### config.mk
export PLATFORM = sky130hd
export DESIGN_NAME = fifo_stream_reader
export DESIGN_NICKNAME = d
export VERILOG_FILES = /design/src/rtl/fifo_rd_pkg.sv /design/src/rtl/fifo_rd_obuf.sv /design/src/rtl/fifo_stream_reader.sv
export SDC_FILE = /design/constraint.sdc
export NUM_CORES = 1
export LEC_CHECK = 0
export CORE_ASPECT_RATIO = 0.9
export CORE_UTILIZATION = 55
export DETAILED_ROUTE_END_ITERATION = 12
export PLACE_DENSITY = 0.8
export SLEW_MARGIN = 10
export SYNTH_ARGS = -nofsm -noshare
export SYNTH_HDL_FRONTEND = slang
export SYNTH_SLANG_ARGS = --single-unit
### constraint.sdc
create_clock -name clk -period 4.3 [get_ports clk]
set_input_delay 1.075 -clock clk [delete_from_list [all_inputs] [get_ports clk]]
set_output_delay 1.075 -clock clk [all_outputs]
set_load 0.02 [all_outputs]
### src/rtl/fifo_rd_pkg.sv
// Shared types and defaults for the FIFO stream reader.
//   rd_state_t      : reader control states
//   OBUF_DEPTH_DFLT : default output buffer depth
//   OBUF_AW         : pointer width for the default buffer depth
package fifo_rd_pkg;

    typedef enum logic [1:0] {
        IDLE  = 2'd0,
        RUN   = 2'd1,
        FLUSH = 2'd2
    } rd_state_t;

    localparam int OBUF_DEPTH_DFLT = 4;
    localparam int OBUF_AW         = $clog2(OBUF_DEPTH_DFLT);

endpackage

### src/rtl/fifo_rd_obuf.sv
// Small circular register buffer holding words returned by the FIFO.
//   clk, rst  : clock, synchronous active-high reset (also zeroes storage)
//   clear     : drop all entries (pointers and occupancy to zero)
//   push/wdata: append one word
//   pop       : remove the head word (caller guarantees occupancy != 0)
//   head      : word at the read pointer
//   occupancy : number of stored words, 0..DEPTH
module fifo_rd_obuf
    import fifo_rd_pkg::*;
#(
    parameter int DATA_WIDTH = 32,
    parameter int DEPTH      = OBUF_DEPTH_DFLT,
    parameter int AW         = OBUF_AW
) (
    input  logic                  clk,
    input  logic                  rst,
    input  logic                  clear,
    input  logic                  push,
    input  logic [DATA_WIDTH-1:0] wdata,
    input  logic                  pop,
    output logic [DATA_WIDTH-1:0] head,
    output logic [AW:0]           occupancy
);

    logic [DATA_WIDTH-1:0] mem [DEPTH];
    logic [AW-1:0]         wptr;
    logic [AW-1:0]         rptr;

    always_ff @(posedge clk) begin
        if (rst) begin
            for (int i = 0; i < DEPTH; i++) begin
                mem[i] <= '0;
            end
            wptr      <= '0;
            rptr      <= '0;
            occupancy <= '0;
        end else if (clear) begin
            wptr      <= '0;
            rptr      <= '0;
            occupancy <= '0;
        end else begin
            if (push) begin
                mem[wptr] <= wdata;
                wptr      <= wptr + 1'b1;
            end
            if (pop) begin
                rptr <= rptr + 1'b1;
            end
            case ({push, pop})
                2'b10:   occupancy <= occupancy + 1'b1;
                2'b01:   occupancy <= occupancy - 1'b1;
                default: occupancy <= occupancy;
            endcase
        end
    end

    // Head is read straight from the registers so it stays stable while stalled.
    assign head = mem[rptr];

endmodule

### src/rtl/fifo_stream_reader.sv
// Read-side master for a FIFO with fixed read latency. Issues reads only when
// the output buffer has room for every word already in flight, and presents
// the returned words as a bubble-free valid/ready stream.
//   clk, rst            : clock, synchronous active-high reset
//   enable              : allow new FIFO reads
//   flush               : discard buffered words and drain the FIFO
//   ff_empty, ff_rdata  : FIFO status and read data
//   ff_ren              : FIFO read enable
//   m_valid/m_data/m_ready : output stream
//   busy                : not idle, or words in flight / buffered
//   flush_done          : one-cycle pulse after a flush finishes
//   word_count          : delivered words, wrapping
//
// state | meaning
// IDLE  | no reads issued, nothing in flight or buffered
// RUN   | reads issued under buffer credit, words delivered downstream
// FLUSH | output blocked, FIFO read until empty, returned data dropped
module fifo_stream_reader
    import fifo_rd_pkg::*;
#(
    parameter int DATA_WIDTH = 32,
    parameter int RD_LATENCY = 2,
    parameter int OBUF_DEPTH = OBUF_DEPTH_DFLT,
    parameter int CNT_WIDTH  = 32
) (
    input  logic                  clk,
    input  logic                  rst,
    input  logic                  enable,
    input  logic                  flush,
    input  logic                  ff_empty,
    input  logic [DATA_WIDTH-1:0] ff_rdata,
    output logic                  ff_ren,
    output logic                  m_valid,
    output logic [DATA_WIDTH-1:0] m_data,
    input  logic                  m_ready,
    output logic                  busy,
    output logic                  flush_done,
    output logic [CNT_WIDTH-1:0]  word_count
);

    localparam int AW = $clog2(OBUF_DEPTH);
    localparam int IW = $clog2(RD_LATENCY + 1);

    rd_state_t             state;
    rd_state_t             state_next;
    logic [RD_LATENCY-1:0] vld_pipe;
    logic [IW-1:0]         inflight;
    logic [AW:0]           occupancy;
    logic                  accept;
    logic                  land;
    logic                  push;
    logic                  pop;
    logic                  credit_ok;
    logic                  obuf_clear;
    logic                  flush_done_next;

    always_comb begin
        inflight = '0;
        for (int i = 0; i < RD_LATENCY; i++) begin
            inflight = inflight + IW'(vld_pipe[i]);
        end
    end

    assign m_valid = (state != FLUSH) && (occupancy != '0);
    assign pop     = m_valid && m_ready;
    assign land    = vld_pipe[RD_LATENCY-1];
    // Words landing while flushing are dropped; the clear on flush entry
    // also overrides a push in that same cycle.
    assign push    = land && (state != FLUSH);
    assign accept  = ff_ren && !ff_empty;
    assign busy    = (state != IDLE) || (inflight != '0) || (occupancy != '0);

    // Every accepted read must have a buffer slot waiting for it, counting the
    // slot freed by a pop happening this very cycle.
    assign credit_ok = (int'(inflight) + int'(occupancy) - int'(pop)) < OBUF_DEPTH;

    always_comb begin
        state_next      = state;
        ff_ren          = 1'b0;
        obuf_clear      = 1'b0;
        flush_done_next = 1'b0;
        case (state)
            IDLE: begin
                if (flush) begin
                    state_next = FLUSH;
                    obuf_clear = 1'b1;
                end else if (enable) begin
                    state_next = RUN;
                end
            end
            RUN: begin
                ff_ren = enable && !ff_empty && credit_ok;
                if (flush) begin
                    state_next = FLUSH;
                    obuf_clear = 1'b1;
                end else if (!enable && inflight == '0 && occupancy == '0) begin
                    state_next = IDLE;
                end
            end
            FLUSH: begin
                ff_ren = !ff_empty;
                if (ff_empty && inflight == '0) begin
                    state_next      = IDLE;
                    flush_done_next = 1'b1;
                end
            end
            default: state_next = IDLE;
        endcase
    end

    always_ff @(posedge clk) begin
        if (rst) begin
            state      <= IDLE;
            vld_pipe   <= '0;
            flush_done <= 1'b0;
            word_count <= '0;
        end else begin
            state       <= state_next;
            vld_pipe[0] <= accept;
            for (int i = 1; i < RD_LATENCY; i++) begin
                vld_pipe[i] <= vld_pipe[i-1];
            end
            flush_done <= flush_done_next;
            if (pop) begin
                word_count <= word_count + CNT_WIDTH'(1);
            end
        end
    end

    fifo_rd_obuf #(
        .DATA_WIDTH (DATA_WIDTH),
        .DEPTH      (OBUF_DEPTH),
        .AW         (AW)
    ) u_obuf (
        .clk       (clk),
        .rst       (rst),
        .clear     (obuf_clear),
        .push      (push),
        .wdata     (ff_rdata),
        .pop       (pop),
        .head      (m_data),
        .occupancy (occupancy)
    );

endmodule

* Yosys cells after proc, flatten, opt, wreduce, memory -nomap -nowiden *
Memory sizes are Yosys's and may differ from the RTL's. A register that Yosys moved wholly into a read port is not among the register bits.
Cells that the tools add are included.

storage, ports and cells
  flip-flop bits (word level) = 44
  bits in writable memories = 128
  input bits = 38
  output and inout port bits = 68
  word-level logic and storage cells = 73
  memories = 1

memories
  name        words  width  rd ports  clocked after memory_dff  wr ports  line                RTL
  u_obuf.mem  4      32     1         1                         4         fifo_rd_obuf.sv:25  logic [DATA_WIDTH-1:0] mem [DEPTH];

operators by class
  $add $sub $neg = 8
  magnitude comparators = 1
  equal/unequal tests = 8
  multiplexer cells = 22
  bitwise logic cells = 1
  reduce and logical (&&, ||, !) cells = 25

operators with widths
  kind                                                                          count
  32-bit by 1-bit adder with 32-bit output, second input constant               1
  32-bit two-way mux                                                            1
  32-bit OR reduction                                                           1
  2-bit two-way mux                                                             8
  1-bit two-way mux                                                             10
  1-bit logical AND                                                             9
  3-bit inequality test, second input constant                                  2
  2-bit case mux with 3 select lines                                            1
  3-bit case mux with 2 select lines                                            1
  2-bit nonzero test                                                            3
  2-bit OR reduction                                                            3
  5-bit by 4-bit less-than comparator with 1-bit output, second input constant  1
  4-bit by 1-bit subtractor with 5-bit output                                   1
  2-bit by 1-bit adder with 2-bit output, second input constant                 2
  2-bit by 3-bit adder with 4-bit output                                        1
  2-bit by 1-bit == test with 1-bit output, second input constant               2
  2-bit == test, second input constant                                          2
  2-bit zero test                                                               2
  2-bit inequality test, second input constant                                  2
  3-bit by 1-bit adder with 3-bit output, second input constant                 1
  3-bit zero test                                                               1
  3-bit AND reduction                                                           1
  3-bit nonzero test                                                            1
  3-bit by 1-bit subtractor with 3-bit output, second input constant            1
  other kinds (5)                                                               7

* Depth between registers and ports, before layout *
Gate-level depths: netlist (run 1).

  depth after elaboration = 8
  gate-level depth with buffers = 12
  depth with buffers taken out = 11

* Cells and area by module *
A second synthesis (run 1) with hierarchy kept.

second synthesis, totals
  cell total of the unflattened synthesis = 633
  area total of the unflattened synthesis = 7892.6 µm²

by module, submodules not included
  module              instances  cells each  area each (µm²)  sequential area each (µm²)
  fifo_rd_obuf        1          391         5824.3           4023.9
  fifo_stream_reader  1          242         2068.2           740.7

* Least setup slack after synthesis (run 1) *
Ideal clock, no wire load.

  kind = input -> output
  start = input port m_ready
  end = output port ff_ren
  arrival = 3944 ps
  required time = 3225 ps
  slack = -719 ps
  stages on the path = 9
  buffers on the path = 0
  path through = nand2b_4 nor2_1 ha_1 inv_1 ha_1 and3b_1 or4b_2 a21o_1 a2111oi_0

between the ends
  longest elaborated chain between the ends = 5

RTL lines
  element                                                line                      RTL
  start: declaration                                     fifo_stream_reader.sv:35  input logic m_ready,
  1-bit logical AND                                      fifo_stream_reader.sv:65  assign pop = m_valid && m_ready;
  via pop                                                fifo_stream_reader.sv:52  logic pop;
  4-bit by 1-bit subtractor with 5-bit output            fifo_stream_reader.sv:75  assign credit_ok = (int'(inflight) + int'(occupancy) - int'(pop)) < OBUF_DEPTH;
  5-bit by 4-bit less-than comparator with 1-bit output  fifo_stream_reader.sv:75
  1-bit logical AND                                      fifo_stream_reader.sv:92  ff_ren = enable && !ff_empty && credit_ok;
  1-bit case mux with 2 select lines                     fifo_stream_reader.sv:82  case (state)
  end: declaration                                       fifo_stream_reader.sv:32  output logic ff_ren,

The timed path passes the listed nets, and every way through them passes these cells.

* Worst setup path after layout (run 1) *
Ends and elaborated chain as after synthesis.

==> impl_metrics.env, run 1 <==
export IMPL_final_nets=769
export IMPL_place_area_mm2=0.00934
export IMPL_grt_setup_unrepaired="false"
export IMPL_drt_iter0_drc=373
export IMPL_critPathLaunchType="input pin"
export IMPL_clock_latency_ns=0.42
export IMPL_rows=41
export IMPL_cts_buffers=17
export IMPL_grt_pass1_vias=5254
export IMPL_cap_violations=0
export IMPL_grt_overflow_total=0
export IMPL_required_ns=3.22
export IMPL_antenna_found_initial=0
export IMPL_synth_cell_types=45
export IMPL_cp_arrival_ns=3.15
export IMPL_dieHeight_um=116
export IMPL_crit_fanout=2
export IMPL_async_reset_ff_frac=0
export IMPL_peakVddDrop_mv=0.265
export IMPL_synth_edf_count=128
export IMPL_post_route_min_period_ns=4.23
export IMPL_seqPwrFrac=0.543
export IMPL_timing_hold_violations_final=0
export IMPL_p_sw_w=0.000696
export IMPL_die_x_um=129
export IMPL_fmaxAchievable_mhz=236
export IMPL_tightestPinTransition_ns=0.916
export IMPL_p_total_w=0.00341
export IMPL_p_leak_nw=3.45
export IMPL_startpoint="m_ready"
export IMPL_maxSlewViolCount=0
export IMPL_outcome="finished, final reports clean"
export IMPL_p_int_w=0.00271
export IMPL_track_usage=0.241
export IMPL_ant_nets=0
export IMPL_hold_class="register to register"
export IMPL_fin_skew_ns=0.00813
export IMPL_ios=106
export IMPL_grt_max_degree=49
export IMPL_drtPass1Iterations=4
export IMPL_area_growth_pct=23.8
export IMPL_num_vias=5289
export IMPL_synth_net_count=655
export IMPL_n_antenna_cell=0
export IMPL_criticalPathCategory="input pin to output pin"
export IMPL_cp_end_kind="output pin"
export IMPL_min_from="vld_pipe[0]"
export IMPL_yosysSeqAreaShare=0.596
export IMPL_grt_pass1_wl_um=26600
export IMPL_clock_sinks=174
export IMPL_synth_main_ff_cell="edfxtp_1"
export IMPL_power_frac_comb=0.057
export IMPL_ctsHtreeMaxLevel=4
export IMPL_place_gp_congestion=0.839
export IMPL_wl_per_cell_um=18.7
export IMPL_p_clk_frac=0.399
export IMPL_max_slew_margin=0.389
export IMPL_core_mm2=0.0141
export IMPL_synth_seq_cells=174
export IMPL_ys_warn_count=0
export IMPL_p_per_area_mw_per_mm2=345
export IMPL_start_util=0.566
export IMPL_avgSynthCellArea_um2=13.2
export IMPL_swShare=0.204
export IMPL_period_share=0.984
export IMPL_routed_via_density=5.73
export IMPL_ctsRootBufferMaster="clkbuf_16"
export IMPL_synthCells=603
export IMPL_drcViolationCount=0
export IMPL_finalSetupViolCount=0
export IMPL_die_area_mm2=0.0150
export IMPL_final_area_mm2=0.00989
export IMPL_cts_max_path_buffers=2
export IMPL_routed_wirelength_um=17300
export IMPL_cts_tree="built"
export IMPL_drive_above_1_share=0.138
export IMPL_netlist_area_mm2=0.00799
export IMPL_worstReg2RegStart="state[0]"
export IMPL_port_buffers=105
export IMPL_clkTransAtPathRegs_ns=0.06
export IMPL_cts_hold_buf=0
export IMPL_dpl_hpwl_um=11100
[area by class of cell]
class | count | area (um^2)
Clock buffer | 30 | 504
Sequential cell | 174 | 4770
Clock inverter | 2 | 8.76
Multi-Input combinational cell | 377 | 3060
Tap cell | 193 | 241
Fill cell | 979 | 4220
Inverter | 18 | 67.6
Timing Repair Buffer | 129 | 1240
[cell usage in the layout (no fill, tap or decap), drive strengths merged, types with 3 or more instances in the layout]
master and count:
nand2b 3, nor3b 4, nand4 10, o21ai 8, buf 26, nand3 11, and2 129, edfxtp 128
nor4 9, a21oi 26, xor2 3, or4 17, clkdlybuf4s50 103, clkbuf 30, mux4 32, inv 18
nor2 24, nor3 5, dfxtp 46, xnor2 10, or2 3, ha 13, and3b 3, and3 3
o31ai 18, mux2 5, nand2 11, and4 5, or3 6, nor2b 5
[cells by family (layout without fill, tap and decap cells)]
family	after synthesis	in the layout	share of synthesized area
simple gates	254	254	0.197
flops	174	174	0.596
compound gates	59	59	0.0456
buf+inv	52	179	0.0271
mux	37	37	0.0973
fa+ha+maj	14	14	0.0229
xor+xnor	13	13	0.0143
[stage by stage]
| stage | hold WS [ns] | std cells | setup WS (ns) | util | TNS [ns] |
|---|---|---|---|---|---|
| finish | 0.479 | 923 | 0.0701 | 0.701 | 0 |
| global route | 0.520 | 923 | 0.00380 | 0.701 | 0 |
| CTS | 0.485 | 922 | 0.0177 | 0.700 | 0 |
| detailed placement | 0.476 | 888 | -0.965 | 0.662 | -0.965 |
| global placement | 0.450 | 888 | -0.909 | 0.662 | -0.909 |
| floorplan | 0.441 | 603 | 0.0356 | - | 0 |
[power groups by stage]
stage	Combinational, W	Clock (W)	Sequential (W)
after global placement	0.000191	0	0.00188
after detailed placement	0.000195	0	0.00189
after global routing	0.000210	0.00144	0.00186
final	0.000196	0.00136	0.00185
after CTS	0.000197	0.00138	0.00185
after floorplan	0.0000913	0	0.00188
[Yosys cell counts, types with 5 or more instances]
| cell | instances | area (um^2) |
|---|---|---|
| edfxtp_1 | 128 | 3840 |
| or3_1 | 5 | 31.3 |
| nand2_1 | 11 | 41.3 |
| dfxtp_1 | 46 | 921 |
| xnor2_1 | 10 | 87.6 |
| clkbuf_1 | 25 | 93.8 |
| nand4_1 | 10 | 62.6 |
| nor4_1 | 9 | 56.3 |
| inv_1 | 18 | 67.6 |
| and4_1 | 5 | 43.8 |
| nor2_1 | 24 | 90.1 |
| mux2_2 | 5 | 56.3 |
| and2_1 | 129 | 807 |
| nor2b_1 | 5 | 31.3 |
| a21oi_1 | 26 | 130 |
| or4_1 | 17 | 128 |
| mux4_2 | 32 | 721 |
| ha_1 | 13 | 163 |
| o31ai_1 | 18 | 135 |
| nor3_1 | 5 | 25.0 |
| nand3_1 | 11 | 55.1 |
| buf_2 | 5 | 25.0 |
| o21ai_0 | 7 | 35.0 |
[state kept, by name, summed over array words and instances, names as in the netlist, named ones only]
register / flops
u_obuf.mem: 128
word_count: 32
u_obuf.occupancy: 3
state: 2
u_obuf.rptr: 2
u_obuf.wptr: 2
vld_pipe: 2
flush_done: 1
[timing repair]
action | CTS | global route
pin swaps | 3 | 3
setup buffers | 2 | 1
gates resized for setup | 14 | 2
endpoints found under the setup margin | 1 | 1
[routing by layer]
metal	part of all wire	track usage	wire length, um
met1	0.43	0.298	7400
met2	0.51	0.418	8770
met3	0.055	0.0591	944
met4	0.0087	0.0808	150
met5	0	0	0
[worst max-delay path, stage by stage]
cell	delay [ns]
buf_6	0.08
nand2b_4	0.06
nor2_4	0.09
ha_2	0.17
inv_1	0.04
ha_1	0.25
and3b_2	0.20
or4b_4	0.47
a21o_1	0.21
a2111oi_4	0.30
buf_4	0.20
[path summary, 6_finish.rpt]
check	endpoint	slack (ns)	cells past startpoint
max	ff_ren	0.07	11
min	vld_pipe[1]	0.48	2
max reg2reg	u_obuf.mem[0][4]	1.45	10
min reg2reg	vld_pipe[1]	0.48	2
No activity file was read; power rests on OpenSTA's default activity.
==> run 2: changes to the inputs <==
Settings changed: CORE_UTILIZATION 55 to 49, PLACE_DENSITY 0.8 to 0.72, SLEW_MARGIN 10 to 20.
==> impl_metrics.env, run 2 (synthesized netlist as in run 1, its figures left out) <==
export IMPL_cp_arrival_ns=3.13
export IMPL_crit_path_cell_trace="buf_4 > nand2b_4 > nor2_4 > ha_2 > inv_1 > ha_1 > and3b_1 > or4b_4 > a21o_1 > a2111oi_4 > buf_4"
export IMPL_cp_end_kind="output pin"
export IMPL_drt_iter0_drc=326
export IMPL_final_setup_tns_ns=0
export IMPL_hold_class="register to register"
export IMPL_cp_slowest_cell="or4b_4"
export IMPL_dp_slack_ns=-0.942
export IMPL_clock_latency_ns=0.42
export IMPL_setup_ws_ns=0.0929
export IMPL_period_share=0.978
export IMPL_track_usage=0.217
export IMPL_antenna_found_initial=0
export IMPL_dieHeight_um=123
export IMPL_clock_sinks=174
export IMPL_criticalPathCategory="input pin to output pin"
export IMPL_crit_top_cell="buf_4"
export IMPL_p_per_area_mw_per_mm2=353
export IMPL_die_area_mm2=0.0168
export IMPL_final_area_mm2=0.00996
export IMPL_ctsHtreeMaxLevel=4
export IMPL_crit_fanout=2
export IMPL_critPathMaxStageDelay_ns=0.48
export IMPL_drtPass1Iterations=5
export IMPL_maxSlewViolCount=0
export IMPL_place_gp_congestion=0.791
export IMPL_core_mm2=0.0157
export IMPL_dp_cells=894
export IMPL_reg_top3="u_obuf.mem: 128 flops, word_count: 32 flops, u_obuf.occupancy: 3 flops"
export IMPL_grt_overflow_total=0
export IMPL_critPathLaunchType="input pin"
export IMPL_post_route_min_period_ns=4.21
export IMPL_drcViolationCount=0
export IMPL_routed_via_density=5.68
export IMPL_dpl_hpwl_um=10500
export IMPL_place_area_mm2=0.00935
export IMPL_rows=43
export IMPL_p_total_w=0.00352
export IMPL_area_growth_pct=24.7
export IMPL_tightestPinTransition_ns=0.924
export IMPL_die_x_um=137
export IMPL_cts_buffers=17
export IMPL_ios=106
export IMPL_num_vias=5273
export IMPL_ctsRootBufferMaster="clkbuf_16"
export IMPL_clkTransAtPathRegs_ns=0.06
export IMPL_grt_setup_unrepaired="false"
export IMPL_final_common_cell="and2_1"
export IMPL_n_antenna_cell=0
export IMPL_p_leak_nw=3.49
export IMPL_largest_register="u_obuf.mem"
export IMPL_finalSetupViolCount=0
export IMPL_wl_per_cell_um=18.4
export IMPL_cts_tree="built"
export IMPL_peakVddDrop_mv=0.310
export IMPL_cap_violations=0
export IMPL_timing_hold_violations_final=0
export IMPL_drive_above_1_share=0.143
export IMPL_port_buffers=105
export IMPL_layoutNonFillerInstCount=928
export IMPL_max_slew_margin=0.384
export IMPL_cts_hold_buf=0
export IMPL_largest_reg_flops=128
export IMPL_start_util=0.510
export IMPL_crit_family="simple AND/OR/NAND/NOR gates"
export IMPL_path_buf_inv=3
export IMPL_grt_pass1_wl_um=27100
export IMPL_ant_nets=0
export IMPL_cts_max_path_buffers=2
export IMPL_final_cell_mix="129 x and2_1, 128 x edfxtp_1, 103 x clkdlybuf4s50_1"
export IMPL_fmaxAchievable_mhz=238
export IMPL_fin_skew_ns=0.00968
export IMPL_grt_pass1_vias=5295
export IMPL_required_ns=3.22
export IMPL_routed_wirelength_um=17100
export IMPL_final_nets=765
export IMPL_grt_max_degree=49
export IMPL_outcome="finished, final reports clean"
==> run 2: path summary, 6_finish.rpt <==
path          startpoint          endpoint  slack [ns]  depth (start not counted)
min          vld_pipe[0]       vld_pipe[1]        0.48                          2
max              m_ready            ff_ren        0.09                         11
max reg2reg     state[0]  u_obuf.mem[2][7]        1.47                         10
min reg2reg  vld_pipe[0]       vld_pipe[1]        0.48                          2
==> run 2: worst register-to-register path: cells and delay by family (launching register included) <==
family / cells / cell delay, ns
DFF: 1 / 0.33
adders and majority gates: 1 / 0.21
buffers and inverters: 5 / 1.00
and+or+nand+nor: 4 / 0.92
==> run 2: through the flow <==
step                 util  hold WS [ns]
floorplan               -         0.441
global placement    0.597         0.453
detailed placement  0.597         0.462
CTS                 0.636         0.478
global route        0.636         0.504
finish              0.636         0.480
==> run 2: area by class of cell <==
type / instances / area [um^2]
flip-flops and latches: 174 / 4770
multi-input cells: 377 / 3060
repair buffers: 125 / 1230
clock inverters: 10 / 58.8
well taps: 202 / 253
fillers: 1158 / 5700
inverters: 18 / 67.6
clock buffers: 22 / 518
==> run 2: timing repair <==
item | in CTS | in global routing
gates resized for setup | 13 | 2
setup endpoints to repair | 1 | 1
setup buffers | 2 | 0
pin swaps | 5 | 4
gates cloned | 0 | 0
==> run 2: routing by layer <==
metal / global-route usage / vias up / share of wire / routed length [um]
li1: - / 2475 / - / -
met1: 0.280 / 2624 / 0.44 / 7500
met2: 0.362 / 156 / 0.50 / 8480
met3: 0.0513 / 18 / 0.050 / 859
met4: 0.0681 / 0 / 0.014 / 233
met5: 0 / - / 0 / 0
==> run 2: where the power goes <==
group | leakage (nW) | internal, W | total [W] | switching [W]
combinational | 1.50 | 0.0000909 | 0.000195 | 0.000104
sequential | 1.69 | 0.00184 | 0.00185 | 0.0000118
clock | 0.296 | 0.000852 | 0.00147 | 0.000618
